--- config.mk ---
export PLATFORM = sky130hd
export DESIGN_NAME = uart_buffered
export DESIGN_NICKNAME = d
export VERILOG_FILES = /design/src/rtl/uart_pkg.sv /design/src/rtl/sync_fifo.sv /design/src/rtl/uart_buffered.sv
export SDC_FILE = /design/constraint.sdc
export NUM_CORES = 1
export LEC_CHECK = 0
export BUFFER_PORTS_ARGS = -buffer_cell sky130_fd_sc_hd__buf_2
export CELL_PAD_IN_SITES_DETAIL_PLACEMENT = 0
export CELL_PAD_IN_SITES_GLOBAL_PLACEMENT = 2
export CORE_MARGIN = 2
export CORE_UTILIZATION = 40
export CTS_CLUSTER_DIAMETER = 30
export CTS_CLUSTER_SIZE = 28
export DETAILED_ROUTE_END_ITERATION = 6
export GPL_ROUTABILITY_DRIVEN = 0
export PLACE_DENSITY = 0.78
export SLEW_MARGIN = 15
export SYNTH_ARGS = -nofsm -noshare
export SYNTH_HDL_FRONTEND = slang
export SYNTH_SLANG_ARGS = --single-unit
--- constraint.sdc ---
create_clock -name clk -period 5.4 [get_ports clk]
set_input_delay 0.27 -clock clk [delete_from_list [all_inputs] [get_ports clk]]
set_output_delay 0.27 -clock clk [all_outputs]
set_load 0.01 [all_outputs]
--- src/rtl/uart_pkg.sv ---
// Shared UART definitions: parity-mode selectors and the TX/RX state encodings.
package uart_pkg;

  localparam int PARITY_NONE = 0;
  localparam int PARITY_ODD  = 1;
  localparam int PARITY_EVEN = 2;

  typedef enum logic [2:0] {
    TX_IDLE,
    TX_START,
    TX_DATA,
    TX_PARITY,
    TX_STOP
  } tx_state_t;

  typedef enum logic [2:0] {
    RX_IDLE,
    RX_START,
    RX_DATA,
    RX_PARITY,
    RX_STOP
  } rx_state_t;

endpackage

--- src/rtl/sync_fifo.sv ---
// Single-clock show-ahead FIFO; a push while full is accepted only alongside a pop.
module sync_fifo #(
  parameter int WIDTH = 8,
  parameter int DEPTH = 16
) (
  input  logic             clk,
  input  logic             reset,
  input  logic             wr,
  input  logic [WIDTH-1:0] din,
  output logic             full,
  input  logic             rd,
  output logic [WIDTH-1:0] dout,
  output logic             empty
);

  localparam int AW = $clog2(DEPTH);
  localparam logic [AW:0] FULL_CNT = (AW+1)'(DEPTH);

  logic [WIDTH-1:0] mem [DEPTH];
  logic [AW-1:0]    wptr;
  logic [AW-1:0]    rptr;
  logic [AW:0]      count;
  logic             rd_ok;
  logic             wr_ok;

  assign full  = (count == FULL_CNT);
  assign empty = (count == '0);
  assign rd_ok = rd && !empty;
  assign wr_ok = wr && (!full || rd_ok);
  assign dout  = empty ? '0 : mem[rptr];

  always_ff @(posedge clk or posedge reset) begin
    if (reset) begin
      wptr  <= '0;
      rptr  <= '0;
      count <= '0;
    end else begin
      if (wr_ok) wptr <= wptr + 1'b1;
      if (rd_ok) rptr <= rptr + 1'b1;
      if (wr_ok && !rd_ok)      count <= count + 1'b1;
      else if (rd_ok && !wr_ok) count <= count - 1'b1;
    end
  end

  always_ff @(posedge clk) begin
    if (wr_ok) mem[wptr] <= din;
  end

endmodule

--- src/rtl/uart_buffered.sv ---
// UART with TX and RX FIFOs; RX entries carry their own parity and framing error flags.
module uart_buffered
  import uart_pkg::*;
#(
  parameter int CLK_FREQ   = 50_000_000,
  parameter int BAUD       = 115_200,
  parameter int DATA_BITS  = 8,
  parameter int PARITY     = 0,
  parameter int STOP_BITS  = 1,
  parameter int FIFO_DEPTH = 16
) (
  input  logic                 clk,
  input  logic                 reset,
  input  logic                 tx_wr,
  input  logic [DATA_BITS-1:0] tx_data,
  output logic                 tx_full,
  output logic                 tx_busy,
  output logic                 tx,
  input  logic                 rx,
  input  logic                 rx_rd,
  output logic [DATA_BITS-1:0] rx_data,
  output logic                 rx_empty,
  output logic                 rx_parity_err,
  output logic                 rx_frame_err,
  output logic                 rx_overrun
);

  localparam int DIV = CLK_FREQ / BAUD;
  localparam int CW  = $clog2(DIV * STOP_BITS + 1);
  localparam logic [CW-1:0] BIT_END  = CW'(DIV - 1);
  localparam logic [CW-1:0] HALF_END = CW'(DIV / 2 - 1);
  localparam logic [CW-1:0] STOP_END = CW'(DIV * STOP_BITS - 1);
  localparam logic [2:0]    LAST_BIT = 3'(DATA_BITS - 1);

  function automatic logic par_of(input logic [DATA_BITS-1:0] d);
    return (PARITY == PARITY_ODD) ? ~^d : ^d;
  endfunction

  tx_state_t            tx_state;
  logic [CW-1:0]        tx_cnt;
  logic [2:0]           tx_bit;
  logic [DATA_BITS-1:0] tx_shift;
  logic                 tx_par;
  logic                 tx_fifo_empty;
  logic [DATA_BITS-1:0] tx_head;
  logic                 tx_pop;

  assign tx_pop  = (tx_state == TX_IDLE) && !tx_fifo_empty;
  assign tx_busy = (tx_state != TX_IDLE) || !tx_fifo_empty;

  sync_fifo #(.WIDTH(DATA_BITS), .DEPTH(FIFO_DEPTH)) u_tx_fifo (
    .clk(clk), .reset(reset), .wr(tx_wr && !tx_full), .din(tx_data), .full(tx_full),
    .rd(tx_pop), .dout(tx_head), .empty(tx_fifo_empty)
  );

  // tx is registered one state ahead so each symbol lines up with its state's DIV cycles.
  always_ff @(posedge clk or posedge reset) begin
    if (reset) begin
      tx_state <= TX_IDLE;
      tx_cnt   <= '0;
      tx_bit   <= '0;
      tx_shift <= '0;
      tx_par   <= 1'b0;
      tx       <= 1'b1;
    end else begin
      case (tx_state)
        TX_IDLE: if (!tx_fifo_empty) begin
          tx_shift <= tx_head;
          tx_par   <= par_of(tx_head);
          tx       <= 1'b0;
          tx_cnt   <= '0;
          tx_state <= TX_START;
        end
        TX_START: if (tx_cnt == BIT_END) begin
          tx_cnt   <= '0;
          tx_bit   <= '0;
          tx       <= tx_shift[0];
          tx_state <= TX_DATA;
        end else tx_cnt <= tx_cnt + 1'b1;
        TX_DATA: if (tx_cnt == BIT_END) begin
          tx_cnt <= '0;
          if (tx_bit == LAST_BIT) begin
            if (PARITY != PARITY_NONE) begin
              tx       <= tx_par;
              tx_state <= TX_PARITY;
            end else begin
              tx       <= 1'b1;
              tx_state <= TX_STOP;
            end
          end else begin
            tx_bit   <= tx_bit + 1'b1;
            tx_shift <= tx_shift >> 1;
            tx       <= tx_shift[1];
          end
        end else tx_cnt <= tx_cnt + 1'b1;
        TX_PARITY: if (tx_cnt == BIT_END) begin
          tx_cnt   <= '0;
          tx       <= 1'b1;
          tx_state <= TX_STOP;
        end else tx_cnt <= tx_cnt + 1'b1;
        TX_STOP: if (tx_cnt == STOP_END) begin
          tx_cnt   <= '0;
          tx_state <= TX_IDLE;
        end else tx_cnt <= tx_cnt + 1'b1;
        default: tx_state <= TX_IDLE;
      endcase
    end
  end

  logic [1:0]           rx_sync;
  logic                 rx_s;
  rx_state_t            rx_state;
  logic [CW-1:0]        rx_cnt;
  logic [2:0]           rx_bit;
  logic [DATA_BITS-1:0] rx_shift;
  logic                 rx_perr;
  logic                 rx_push;
  logic [DATA_BITS+1:0] rx_entry;
  logic                 rx_fifo_full;
  logic [DATA_BITS+1:0] rx_head;
  logic                 rx_pop_ok;

  assign rx_s = rx_sync[1];

  always_ff @(posedge clk or posedge reset) begin
    if (reset) rx_sync <= '1;
    else       rx_sync <= {rx_sync[0], rx};
  end

  // The entry is pushed at the first stop bit's mid-point; the line is idle high from there on.
  always_ff @(posedge clk or posedge reset) begin
    if (reset) begin
      rx_state <= RX_IDLE;
      rx_cnt   <= '0;
      rx_bit   <= '0;
      rx_shift <= '0;
      rx_perr  <= 1'b0;
      rx_push  <= 1'b0;
      rx_entry <= '0;
    end else begin
      rx_push <= 1'b0;
      case (rx_state)
        RX_IDLE: if (!rx_s) begin
          rx_cnt   <= '0;
          rx_state <= RX_START;
        end
        RX_START: if (rx_cnt == HALF_END) begin
          rx_cnt   <= '0;
          rx_bit   <= '0;
          rx_perr  <= 1'b0;
          rx_state <= rx_s ? RX_IDLE : RX_DATA;
        end else rx_cnt <= rx_cnt + 1'b1;
        RX_DATA: if (rx_cnt == BIT_END) begin
          rx_cnt   <= '0;
          rx_shift <= {rx_s, rx_shift[DATA_BITS-1:1]};
          if (rx_bit == LAST_BIT)
            rx_state <= (PARITY != PARITY_NONE) ? RX_PARITY : RX_STOP;
          else
            rx_bit <= rx_bit + 1'b1;
        end else rx_cnt <= rx_cnt + 1'b1;
        RX_PARITY: if (rx_cnt == BIT_END) begin
          rx_cnt   <= '0;
          rx_perr  <= (rx_s != par_of(rx_shift));
          rx_state <= RX_STOP;
        end else rx_cnt <= rx_cnt + 1'b1;
        RX_STOP: if (rx_cnt == BIT_END) begin
          rx_cnt   <= '0;
          rx_push  <= 1'b1;
          rx_entry <= {!rx_s, rx_perr, rx_shift};
          rx_state <= RX_IDLE;
        end else rx_cnt <= rx_cnt + 1'b1;
        default: rx_state <= RX_IDLE;
      endcase
    end
  end

  sync_fifo #(.WIDTH(DATA_BITS + 2), .DEPTH(FIFO_DEPTH)) u_rx_fifo (
    .clk(clk), .reset(reset), .wr(rx_push), .din(rx_entry), .full(rx_fifo_full),
    .rd(rx_rd), .dout(rx_head), .empty(rx_empty)
  );

  assign {rx_frame_err, rx_parity_err, rx_data} = rx_head;
  assign rx_pop_ok = rx_rd && !rx_empty;

  always_ff @(posedge clk or posedge reset) begin
    if (reset)                                     rx_overrun <= 1'b0;
    else if (rx_push && rx_fifo_full && !rx_pop_ok) rx_overrun <= 1'b1;
    else if (rx_pop_ok)                            rx_overrun <= 1'b0;
  end

endmodule
; Yosys cells after proc, flatten, opt, wreduce, memory -nomap -nowiden
; Memories as Yosys holds them, arrays and structs flattened.
; Cells that the tools add are included.
[classes]
n_addsub = 12
eq_ne = 30
n_mux = 55
n_reduce_logical = 53
[op_table]
columns = cell, count
row1 = $mux W3, 17
row2 = $mux W9, 5
row3 = $pmux W3 S5, 2
row4 = $ne A2 B2 Y1 const B, 14
row5 = $pmux W9 S3, 1
row6 = $mux W8, 3
row7 = $mux W5, 4
row8 = $add A9 B1 Y9 const B, 2
row9 = $eq A9 B9 Y1 const B, 2
row10 = $pmux W9 S2, 1
row11 = $add A4 B1 Y4 const B, 4
row12 = $pmux W8 S2, 1
row13 = $reduce_bool A2 Y1, 8
row14 = $mux W1, 15
row15 = $eq A3 B2 Y1 const B, 4
row16 = $eq A3 B3 Y1 const B, 4
row17 = $logic_and A1 B1 Y1, 12
row18 = $pmux W3 S2, 2
row19 = $reduce_and A4 Y1, 3
row20 = $reduce_and A6 Y1, 2
row21 = $add A5 B1 Y5 const B, 2
row22 = $eq A5 B5 Y1 const B, 2
row23 = $logic_not A5 Y1, 2
row24 = $mux W10, 1
row25 = 19 further kinds, 37
[totals]
ff_bits = 88
ram_bits = 288
input_bits = 13
out_inout_bits = 15
word_cells = 172
memories = 2
[mem_list]
columns = memory, depth, word_bits, read_ports, rd_clocked_by_memory_dff, wr, line
row1 = u_rx_fifo.mem, 16, 10, 1, 0, 1, sync_fifo.sv:19  ; logic [WIDTH-1:0] mem [DEPTH];
row2 = u_tx_fifo.mem, 16, 8, 1, 0, 1, sync_fifo.sv:19

; Logic depth before layout (Yosys ltp)
; Gate-level depths: netlist of run 1.
[logic_depth]
depth_word = 10
mapped_depth = 12
ltp_nobuf = 12

; Modules after synthesis
; From an unflattened synthesis of run 1, not the netlist that was laid out.
[unflattened]
cells_unflattened = 965
area_unflattened_um2 = 16160.5
[by_module_without_submodules]
columns = module, instances, cells_per_inst, area_per_inst_um2, seq_area_each_um2
row1 = sync_fifo (u_rx_fifo), 1, 349, 7034.2, 5129.9
row2 = sync_fifo (u_tx_fifo), 1, 299, 5765.5, 4169.0
row3 = uart_buffered, 1, 317, 3360.7, 1555.2

; Worst setup path before layout of run 1
; OpenSTA, ideal clock, no wires.
[synth_path]
path_type = register -> register
from = register u_tx_fifo.count[1]
to = register u_tx_fifo.count[4]
setup_ps = 123
arrival_ps = 2665
required_ps = 5277
path_slack_ps = 2612
stages_incl_launch_ff = 13
path_buffers = 1
synth_period_minus_slack_ps = 2788
cell_sequence = dfrtp_1 or4_4 nor2_1 nor2b_1 clkbuf_1 ha_1 inv_1 ha_1 a21o_1 a21oi_1 xnor2_1 nor2_1 xnor2_1
[synth_between]
word_cells_on_any_way = 18
cone_classes = 2 x add/sub / 1 x eq/ne / 2 x mux / 13 x reduce/logical
[synth_rtl]
columns = item, line
row1 = start: declaration, sync_fifo.sv:22  ; logic [AW:0] count;
row2 = start signal: assignment, sync_fifo.sv:40  ; if (wr_ok && !rd_ok) count <= count + 1'b1;
row3 = start signal: assignment, sync_fifo.sv:41  ; else if (rd_ok && !wr_ok) count <= count - 1'b1;
row4 = $eq A5 B5 Y1 *, sync_fifo.sv:26  ; assign full = (count == FULL_CNT);
row5 = via tx_full, uart_buffered.sv:16  ; output logic tx_full,
row6 = $logic_not A1 Y1 *, "sync_fifo.sv:29, uart_buffered.sv:52"
row7 = $logic_and A1 B1 Y1 / $logic_or A1 B1 Y1 (equally long branches), "uart_buffered.sv:52, sync_fifo.sv:29"
row8 = $logic_and A1 B1 Y1 *, sync_fifo.sv:29  ; assign wr_ok = wr && (!full || rd_ok);
row9 = via u_tx_fifo.wr_ok, sync_fifo.sv:24  ; logic wr_ok;
row10 = $logic_not A1 Y1, sync_fifo.sv:41
row11 = $logic_and A1 B1 Y1, sync_fifo.sv:41
row12 = $reduce_bool A2 Y1 (no source line), n/a
; Mark *: on every way through the listed nets, which the timed path passes. The rest lies on a longest branch. The select of a mux whose other input is x is not followed.
; A chain may end at the register's enable or synchronous reset.

; Final worst setup path of run 1
[layout_path]
from = register u_rx_fifo.rptr[0]
to = output port rx_data[7]
[layout_between]
elab_chain_cells = 2
[layout_rtl]
columns = item, line
row1 = start: declaration, sync_fifo.sv:21  ; logic [AW-1:0] rptr;
row2 = start signal: assignment, sync_fifo.sv:39  ; if (rd_ok) rptr <= rptr + 1'b1;
row3 = $mem_v2 Z16 W10, n/a
row4 = $mux W10, sync_fifo.sv:30  ; assign dout = empty ? '0 : mem[rptr];
row5 = end: declaration, uart_buffered.sv:21  ; output logic [DATA_BITS-1:0] rx_data,
; Every way passes these cells.

==> flow_summary_export.csv, run 1 <==
group,metric,value,unit
outcome,status,"finished clean",
job,maxCapViolations,0,
global_routing,grt_max_degree,70,
clock_tree,ctsResizeCount,0,
finish,antennaDiodeCount,0,
finish,final_common_cell,"edfxtp_1",
global_routing,grt.overflow.total,0,
synthesis,synth_top_family_by_area,"multiplexers",
synthesis,synth-compound-area-share,3.457,%
floorplanning,dieWidth,201.0,um
synthesis,synth_mux_area_share,13.75,%
sta,relSlewSlack,21.84,%
sta,worst_pin_slew,1.168,ns
worst_setup_path,required,5.13,ns
sta,finalSetupViolCount,0,
route,drt_iter0_drc,571,
route,detail_route.first_pass.iterations,4,
finish,nets,1018,
clock_tree,root_buffer,"clkbuf_16",
sta,setup_tns,0,ns
floorplanning,rows,72,
sta,timing.fmax,285.6,MHz
worst_setup_path,startpoint_type,"register",
clock_tree,postCtsSetupRepairBufs,0,
synthesis,synth_xor_area_share,2.143,%
synthesis,synth_area_per_cell,17.20,sq um
floorplanning,die_y,201.0,um
finish,syn_to_final_growth,21.40,%
clock_tree,cts_buffers,75,
clock_tree,cts_sinks,376,
sta,rsz0062_at_grt,"no",
power,power.density,510.9,nW/um^2
synthesis,ys_seq_area_share,69.90,%
route,antenna_left,0,
worst_setup_path,criticalPathCategory,"register to output pin",
synthesis,synth-warning-count,0,
finish,drive_above_1_share,28.31,%
sta,fin_crit_sh,64.85,%
route,viasPerCell,5.090,
route,dr_total_vias,7905,
clock_tree,clock_latency,0.58,ns
min_path,hp-class,"primary input to register",
synthesis,ys_ff_latch,376,
worst_setup_path,worstPathArrival,3.23,ns
synthesis,synth_edf_count,288,
synthesis,syn_inst,903,
sta,period_needed,3.502,ns
global_routing,antenna_found_initial,0,
global_routing,grt_pass1_vias,8200,
synthesis,ys_types,58,
route,avgRoutedWirePerCell,18.30,um
clock_tree,clkTransAtPathRegs,0.05,ns
floorplanning,die_area,40410,sq um
floorplanning,start_util,40.37,%
clock_tree,clock_path_buffers,3,
route,wl,28.42,mm
floorplanning,io_pins,28,
global_routing,track_usage,14.62,%
placement,post-dp-hpwl,17.24,mm
synthesis,synth_area,15530,sq um
floorplanning,core,38470,sq um
finish,fin_util,49.01,%
placement,portBuffers,27,
synthesis,ys.flop_type,"edfxtp_1",
global_routing,grt_pass1_wl,45.78,mm
clock_tree,h-tree-depth,3,
synthesis,ys_async_sr_fraction,23.40,%
synthesis,yosys.area_share.adder,2.433,%
power,p_leak,7.136,nW
sta,drv_slew,0,
worst_setup_path,worstPathMaxFanout,23,
sta,finalHoldViolCount,0,
sta,fin_skew,0.02734,ns
clock_tree,cts_tree,"built",
synthesis,syn-num-nets,945,
power,irDropWorstVdd,0.2536,mV
route,drc_errors,0,
finish,mostFrequentLayoutCells,"edfxtp_1, mux4_2, dfrtp_1",
finish,stdcell_count,1553,
placement,dp_cells,1414,
synthesis,synth-simple-area-share,6.438,%
worst_setup_path,end_kind,"output pin",
## power breakdown
group	internal (mW)	total [mW]	switching, mW
clock network	3.18	4.70	1.53
registers	3.35	3.69	0.345
logic	0.654	1.24	0.581
total	7.18	9.63	2.45
## stage by stage
stage          setup WS, ns  total power, mW  hold slack [ns]  instance area, sq um
6_report              1.898            9.631          0.07524                 18850
5_1_grt               1.629            10.07          0.07493                 18850
4_1_cts               1.758            9.769          0.06036                 18850
3_5_place_dp          2.348            5.017           0.2635                 16200
3_3_place_gp          2.397            5.004           0.2601                 16200
2_1_floorplan         2.612            4.695           0.2745                 15530
## Yosys cell counts, types with 5 or more instances
| master | n | share of area, % |
|---|---|---|
| dfrtp_1 | 85 | 14 |
| nand2_1 | 40 | 0.97 |
| a21oi_1 | 27 | 0.87 |
| clkbuf_1 | 21 | 0.51 |
| o21ai_0 | 29 | 0.93 |
| nor2_1 | 49 | 1.2 |
| nand4_1 | 8 | 0.32 |
| a21o_1 | 5 | 0.24 |
| buf_1 | 6 | 0.15 |
| inv_1 | 21 | 0.51 |
| xnor2_1 | 30 | 1.7 |
| o22ai_1 | 17 | 0.68 |
| nor2b_1 | 18 | 0.73 |
| ha_1 | 27 | 2.2 |
| mux4_2 | 82 | 12 |
| nand3_1 | 18 | 0.58 |
| nor3_1 | 19 | 0.61 |
| buf_4 | 7 | 0.34 |
| buf_2 | 7 | 0.23 |
| nand2b_1 | 11 | 0.44 |
| xor2_1 | 8 | 0.45 |
| mux2_2 | 21 | 1.5 |
| edfxtp_1 | 288 | 56 |
## critical path, stage by stage (launching register included)
cell and delay, ns:
dfrtp_2 0.81, buf_4 0.51, mux4_2 0.56, mux4_2 0.48, nor2b_1 0.15, buf_2 0.14
## flip-flops by register name (all words and copies together) (netlist names)
register	flops
tx_bit	3
tx_cnt	9
rx_state	3
u_rx_fifo.wptr	4
rx_sync	2
u_tx_fifo.wptr	4
rx_entry	10
tx	1
rx_cnt	9
u_rx_fifo.mem	160
rx_shift	8
tx_shift	8
rx_overrun	1
u_rx_fifo.rptr	4
tx_state	3
u_rx_fifo.count	5
u_tx_fifo.rptr	4
u_tx_fifo.count	5
rx_perr	1
rx_bit	3
u_tx_fifo.mem	128
rx_push	1
## repair_timing
action                                  in CTS  in global routing
endpoints found under the setup margin       0                  0
hold buffers                                 3                  0
endpoints found under the hold margin       21                  0
## cells by family after synthesis
| family | Yosys count |
|---|---|
| flip-flops | 376 |
| AND/OR/NAND/NOR | 195 |
| multiplexers | 108 |
| AO/OA/AOI/OAI | 91 |
| buffers and inverters | 66 |
| XOR/XNOR | 38 |
| adder cells (fa/ha/maj) | 29 |
## cell type report
type | count | area (sq um)
clock inverter | 55 | 654.4
multi-input combinational | 461 | 4404
sequential | 376 | 10860
clock buffer | 81 | 1962
inverter | 22 | 85.08
tap | 518 | 648.1
fill | 3186 | 19620
timing repair buffer | 40 | 240.2
## layer usage
layer / share of wire [%] / track usage (%) / up-vias
met2: 48 / 22.85 / 178
met1: 45 / 19.74 / 4003
met3: 4.7 / 3.523 / 50
met4: 2.1 / 6.032 / 0
met5: 0 / 0 / -
li1: - / - / 3674
## final timing paths
| check | from | end | slack (ns) | depth (start not counted) |
|---|---|---|---|---|
| max in group asynchronous | reset | u_rx_fifo.rptr[1]$_DFFE_PP0N_ | 3.94 | 4 |
| max | u_rx_fifo.rptr[0]$_DFFE_PP0N_ | rx_data[7] | 1.90 | 5 |
| max reg2reg | u_rx_fifo.count[0]$_DFFE_PP0P_ | u_rx_fifo.count[4]$_DFFE_PP0P_ | 2.37 | 13 |
| min | tx_data[1] | u_tx_fifo.mem[4][1]$_DFFE_PP_ | 0.08 | 1 |
| min in group asynchronous | reset | u_tx_fifo.wptr[3]$_DFFE_PP0P_ | 0.22 | 3 |
| min reg2reg | rx_sync[0]$_DFF_PP1_ | rx_sync[1]$_DFF_PP1_ | 0.36 | 0 |
Note: power is estimated with default switching activity, not from simulation.
==> run 2, diff against run 1 <==
==> constraint.sdc (replaced) <==
create_clock -name clk -period 3.5 [get_ports clk]
set_input_delay 0.175 -clock clk [delete_from_list [all_inputs] [get_ports clk]]
set_output_delay 0.175 -clock clk [all_outputs]
set_load 0.01 [all_outputs]
==> run 2 against run 1 <==
  * Critical path depth unchanged
  * Core utilization up 0.20 points
  * Clock skew down 0.0089 ns
  * Combinational power up 69%
  * Count of clock-buffer cells in the layout up 7
  * Final area up 0.41%
  * Total power up 51%
==> flow_summary_export.csv, run 2 (synthesized netlist as in run 1, its figures left out) <==
group,metric,value,unit
outcome,status,"finished clean",
global_routing,antenna_found_initial,0,
global_routing,track_usage,14.65,%
clock_tree,cts_sinks,376,
power,clkPwrFrac,47.1,%
finish,design_area,18930,sq um
power,power_frac_seq,38.5,%
worst_setup_path,worstPathArrival,2.87,ns
worst_setup_path,cp_cell_sequence,"buf_4 -> mux4_2 -> mux4_2 -> nor2b_1 -> buf_2",
placement,post-dp-hpwl,18.09,mm
sta,timing.fmax,328.6,MHz
clock_tree,clock_path_buffers,3,
sta,finalSetupViolCount,0,
worst_setup_path,startpoint_type,"register",
global_routing,grt.overflow.total,0,
finish,mostFrequentLayoutCells,"edfxtp_1, mux4_2, dfrtp_1",
power,p_switching,3.758,mW
finish,largestRegisters,"u_rx_fifo.mem (160), u_tx_fifo.mem (128), rx_entry (10)",
finish,nets,1043,
worst_setup_path,slowest_stage,"mux4_2",
global_routing,grt_max_degree,73,
job,maxCapViolations,0,
clock_tree,ctsHoldBuffers,11,
floorplanning,core,38470,sq um
floorplanning,rows,72,
finish,top_register,"u_rx_fifo.mem",
route,detail_route.first_pass.iterations,4,
floorplanning,start_util,40.37,%
sta,fin_crit_sh,86.95,%
power,intPower,10.76,mW
sta,drv_slew,0,
placement,portBuffers,27,
route,avgRoutedWirePerCell,18.12,um
clock_tree,cts_buffers,72,
worst_setup_path,criticalPathCategory,"register to output pin",
worst_setup_path,cp_common_cell,"mux4_2",
global_routing,grt_pass1_wl,46.32,mm
route,dr_total_vias,8007,
finish,largest_register_ffs,160,
sta,period_needed,3.043,ns
worst_setup_path,max_stage_delay,0.62,ns
sta,fin_skew,0.01844,ns
clock_tree,cts_tree,"built",
power,irDropWorstVdd,0.3502,mV
route,antenna_left,0,
clock_tree,clock_latency,0.58,ns
floorplanning,die_y,201.0,um
power,p_comb_share,14.5,%
clock_tree,clkTransAtPathRegs,0.05,ns
global_routing,grt_pass1_vias,8482,
sta,rsz0062_at_grt,"no",
finish,syn_to_final_growth,21.90,%
finish,drive_above_1_share,28.26,%
route,drc_errors,0,
floorplanning,io_pins,28,
clock_tree,postCtsSetupRepairBufs,0,
route,drt_iter0_drc,327,
floorplanning,dieWidth,201.0,um
sta,setup_tns,0,ns
sta,relSlewSlack,35.94,%
power,p_leak,7.217,nW
sta,worst_pin_slew,0.9574,ns
route,viasPerCell,5.081,
power,power.density,767.1,nW/um^2
worst_setup_path,required,3.32,ns
finish,final_common_cell,"edfxtp_1",
clock_tree,ctsResizeCount,0,
sta,finalHoldViolCount,0,
placement,place_area,16350,sq um
clock_tree,h-tree-depth,3,
finish,antennaDiodeCount,0,
floorplanning,die_area,40410,sq um
worst_setup_path,worstPathMaxFanout,30,
route,wl,28.56,mm
clock_tree,root_buffer,"clkbuf_16",
min_path,hp-class,"primary input to register",
worst_setup_path,end_kind,"output pin",
power,swShare,25.88,%
[run 2: power by group through the flow]
| stage | clock (mW) | sequential [mW] | combinational [mW] |
|---|---|---|---|
| CTS | 6.98 | 5.60 | 2.16 |
| floorplan | 0 | 5.40 | 1.85 |
| global placement | 0 | 5.66 | 2.11 |
| detailed placement | 0 | 5.67 | 2.13 |
| finish | 6.84 | 5.58 | 2.10 |
| global route | 7.21 | 5.64 | 2.32 |
[run 2: cell type report]
type,instances,area (sq um)
Clock buffer,88,1976
Clock inverter,43,498.0
Fill cell,3174,19540
Inverter,22,85.08
Multi-Input combinational cell,461,4382
Sequential cell,376,10860
Tap cell,518,648.1
Timing Repair Buffer,68,483.0
[run 2: critical path: cells and delay by family (launching register included)]
family        cells  cell delay (ns)
mux               2             1.14
buf+inv           2             0.62
flops             1             0.35
simple gates      1             0.15
[run 2: path summary, 6_finish.rpt]
check,endpoint,from,slack [ns],cells past startpoint
max,rx_data[7],u_rx_fifo.rptr[0]$_DFFE_PP0N_,0.46,5
min,u_tx_fifo.wptr[0]$_DFFE_PP0P_,tx_wr,0.12,3
max reg2reg,u_tx_fifo.count[4]$_DFFE_PP0P_,u_tx_fifo.count[1]$_DFFE_PP0P_,0.57,12
min reg2reg,rx_sync[1]$_DFF_PP1_,rx_sync[0]$_DFF_PP1_,0.36,0
max in group asynchronous,u_rx_fifo.rptr[1]$_DFFE_PP0N_,reset,2.29,4
min in group asynchronous,rx_cnt[6]$_DFFE_PP0P_,reset,0.38,3
[run 2: stage by stage]
step                      util (%)  setup WS, ns  hold WS (ns)  instances  total power [mW]
final                        49.21        0.4567        0.1171       1576             14.52
after global routing         49.21        0.2795        0.1540       1576             15.18
after CTS                    49.21        0.3716        0.1016       1576             14.73
after detailed placement     42.49        0.5439        0.3087       1434             7.795
after global placement       42.49        0.5613        0.3129       1434             7.764
after floorplan                  -        0.7122        0.1795        903             7.244
[run 2: layer usage]
layer	GRT usage (%)	wire length [um]	up-vias
li1	-	-	3732
met1	19.23	12780	4088
met2	23.70	14060	134
met3	3.247	1067	53
met4	6.111	655	0
met5	0	0	-
==> run 3, diff against run 2 <==
--- a/config.mk
+++ b/config.mk
@@ -5,6 +5,7 @@
 export SDC_FILE = /design/constraint.sdc
 export NUM_CORES = 1
 export LEC_CHECK = 0
+export ABC_AREA = 1
 export BUFFER_PORTS_ARGS = -buffer_cell sky130_fd_sc_hd__buf_2
 export CELL_PAD_IN_SITES_DETAIL_PLACEMENT = 0
 export CELL_PAD_IN_SITES_GLOBAL_PLACEMENT = 2
@@ -14,7 +15,7 @@
 export CTS_CLUSTER_SIZE = 28
 export DETAILED_ROUTE_END_ITERATION = 6
 export GPL_ROUTABILITY_DRIVEN = 0
-export PLACE_DENSITY = 0.78
+export PLACE_DENSITY = 0.86
 export SLEW_MARGIN = 15
 export SYNTH_ARGS = -nofsm -noshare
 export SYNTH_HDL_FRONTEND = slang
==> run 3 against run 2 <==
  * Total power is 9.4% higher
  * Non-clock buffer count is 1 higher
  * Via count is 41% higher
  * Largest power group unchanged
  * Highest routed layer unchanged
==> flow_summary_export.csv, run 3 <==
group,metric,value,unit
outcome,status,"finished clean",
power,total_power,15.89,mW
power,irDropWorstVdd,0.5068,mV
job,maxCapViolations,0,
floorplanning,rows,74,
global_routing,grt.overflow.total,0,
route,viasPerCell,4.877,
placement,pre_cts_slack,0.7826,ns
clock_tree,clkTransAtPathRegs,0.04,ns
clock_tree,root_buffer,"clkbuf_16",
sta,finalSetupViolCount,0,
worst_setup_path,r2r-end,"u_rx_fifo.count[4]$_DFFE_PP0P_",
route,antenna_left,0,
sta,final.setup.worst_slack,0.6275,ns
route,detail_route.first_pass.iterations,5,
worst_setup_path,required,3.32,ns
global_routing,track_usage,17.78,%
sta,worst_pin_slew,0.9622,ns
power,clkPwrFrac,53.6,%
synthesis,ys_types,41,
sta,fin_skew,0.01908,ns
sta,timing.fmax,348.1,MHz
power,swShare,25.96,%
worst_setup_path,regToRegStartpoint,"u_rx_fifo.count[0]$_DFFE_PP0P_",
synthesis,yosys-top-cells-count,"nand2_1, edfxtp_1, nand3_1, inv_1, dfrtp_1",
worst_setup_path,reg2reg_depth,14,
worst_setup_path,worstPathArrival,2.70,ns
finish,syn_to_final_growth,24.55,%
placement,portBuffers,27,
synthesis,synth-warning-count,0,
clock_tree,h-tree-depth,3,
worst_setup_path,critPathLaunch,"u_rx_fifo.rptr[0]$_DFFE_PP0N_",
sta,whs,0.2425,ns
finish,top_register,"u_rx_fifo.mem",
worst_setup_path,cp_cell_sequence,"inv_2 -> buf_4 -> nand2_1 -> nand3_1 -> nand3_1 -> a21oi_1 -> o21a_1 -> buf_2",
clock_tree,cts_tree,"built",
min_path,hold_end,"rx_sync[0]$_DFF_PP1_",
min_path,whs_path_depth,2,
clock_tree,cts_sinks,376,
global_routing,antenna_found_initial,0,
synthesis,synth_top_area_share,52.38,%
synthesis,ys_seq_area_share,65.74,%
power,p_switching,4.125,mW
finish,largestRegisters,"u_rx_fifo.mem (160), u_tx_fifo.mem (128), rx_entry (10)",
synthesis,ys_ff_latch,376,
sta,relSlewSlack,35.62,%
worst_setup_path,max_stage_delay,0.57,ns
clock_tree,postCtsSetupRepairBufs,0,
worst_setup_path,end_kind,"output pin",
sta,rsz0062_at_grt,"no",
finish,mostFrequentLayoutCells,"nand2_1, edfxtp_1, nand3_1",
finish,final_common_cell,"nand2_1",
worst_setup_path,slowest_stage,"inv_2",
synthesis,syn_inst,1609,
route,drt_iter0_drc,613,
floorplanning,die_y,207.2,um
clock_tree,clock_latency,0.59,ns
synthesis,ys.flop_type,"edfxtp_1",
synthesis,synth_edf_count,288,
synthesis,ys_async_sr_fraction,23.40,%
synthesis,syn-num-nets,1651,
sta,setup_tns,0,ns
synthesis,synth_area,16510,sq um
floorplanning,start_util,40.44,%
route,dr_total_vias,11300,
worst_setup_path,ff2ff_setup_slack,0.77,ns
finish,stdcell_count,2316,
finish,largest_register_ffs,160,
route,drc_errors,0,
placement,post-dp-hpwl,22.30,mm
route,wl,37.73,mm
synthesis,yosysMostFrequentCell,"nand2_1",
global_routing,grt_max_degree,83,
floorplanning,core,40830,sq um
worst_setup_path,startpoint_type,"register",
power,power_frac_seq,32.7,%
worst_setup_path,criticalPathCategory,"register to output pin",
floorplanning,die_area,42920,sq um
min_path,min_from,"rx",
synthesis,synth.top_cells.by_area,"edfxtp_1, dfrtp_1, nand2_1",
finish,antennaDiodeCount,0,
sta,period_needed,2.872,ns
finish,drive_above_1_share,12.84,%
floorplanning,dieWidth,207.2,um
global_routing,grt_pass1_wl,60.88,mm
synthesis,synth_area_per_cell,10.26,sq um
sta,fin_crit_sh,82.07,%
finish,nets,1749,
power,p_comb_share,13.8,%
route,avgRoutedWirePerCell,16.29,um
worst_setup_path,cp_common_cell,"nand3_1",
power,intPower,11.76,mW
power,power.density,772.6,nW/um^2
clock_tree,cts_buffers,89,
worst_setup_path,worstPathMaxFanout,43,
global_routing,grt_pass1_vias,11360,
clock_tree,clock_path_buffers,3,
min_path,hp-class,"primary input to register",
sta,finalHoldViolCount,0,
floorplanning,io_pins,28,
placement,dp_cells,2136,
power,p_leak,8.719,nW
sta,drv_slew,0,
synthesis,synthDominantAreaCellType,"edfxtp_1",
-- run 3: changes by cell type after synthesis, sizes merged, moves of 28 or more --
| cell | change |
|---|---|
| o21ai | +28 |
| inv | +120 |
| nor2 | +39 |
| mux4 | -82 |
| nand2 | +473 |
| nand3 | +219 |
-- run 3: cell families (layout without fill, tap and decap cells) --
group | count (synthesis) | count (layout) | share of synthesized area [%]
fa+ha+maj | 29 | 29 | 2.289
compound gates | 111 | 111 | 3.653
simple gates | 862 | 862 | 22.09
flops | 376 | 376 | 65.74
xor+xnor | 24 | 24 | 1.273
buf+inv | 207 | 382 | 4.956
-- run 3: power by group through the flow --
stage                     clock network (mW)  registers [mW]  logic (mW)
after floorplan                            0            5.21        1.51
after global placement                     0            5.25        2.17
after detailed placement                   0            5.26        2.19
after CTS                               8.64            5.19        2.22
after global routing                    8.91            5.21        2.44
final                                   8.51            5.19        2.19
-- run 3: per-layer routing --
metal	GRT usage, %	vias up	wire length (um)
li1	-	5627	-
met4	5.443	0	597
met3	4.093	46	2037
met5	0	-	0
met1	23.54	5367	17070
met2	29.16	255	18030
-- run 3: metrics by stage --
step | util (%) | cell area (sq um)
detailed placement | 42.36 | 17300
global placement | 42.36 | 17300
global route | 50.36 | 20560
CTS | 50.36 | 20560
finish | 50.36 | 20560
floorplan | - | 16510
-- run 3: worst max-delay path by stage --
stage | endpoint | slack (ns) | cells after the start
finish | rx_data[1] | 0.63 | 8
global route | rx_data[1] | 0.45 | 8
CTS | rx_data[1] | 0.56 | 8
detailed placement | u_rx_fifo.count[4]$_DFFE_PP0P_ | 0.78 | 14
global placement | u_rx_fifo.count[4]$_DFFE_PP0P_ | 0.80 | 14
floorplan | rx_bit[0]$_DFFE_PP0P_ | 1.05 | 1
-- run 3: cell type report --
type / count / area, sq um
clock buffer: 116 / 2422
fill: 3641 / 20270
timing repair buffer: 69 / 505.5
clock inverter: 52 / 723.2
multi-input combinational: 1026 / 4838
sequential: 376 / 10860
inverter: 145 / 551.8
tap: 532 / 665.6
-- run 3: what timing repair did --
item | in CTS | in global routing
hold buffers | 12 | 0
resized for setup | 0 | 0
endpoints found under the hold margin | 189 | 0
-- run 3: worst max-delay path: cells and delay by family, from the launching register on --
family,cells,cell delay [ns]
flip-flops,1,0.40
AO/OA/AOI/OAI,2,0.35
buffers and inverters,3,1.02
AND/OR/NAND/NOR,3,0.32
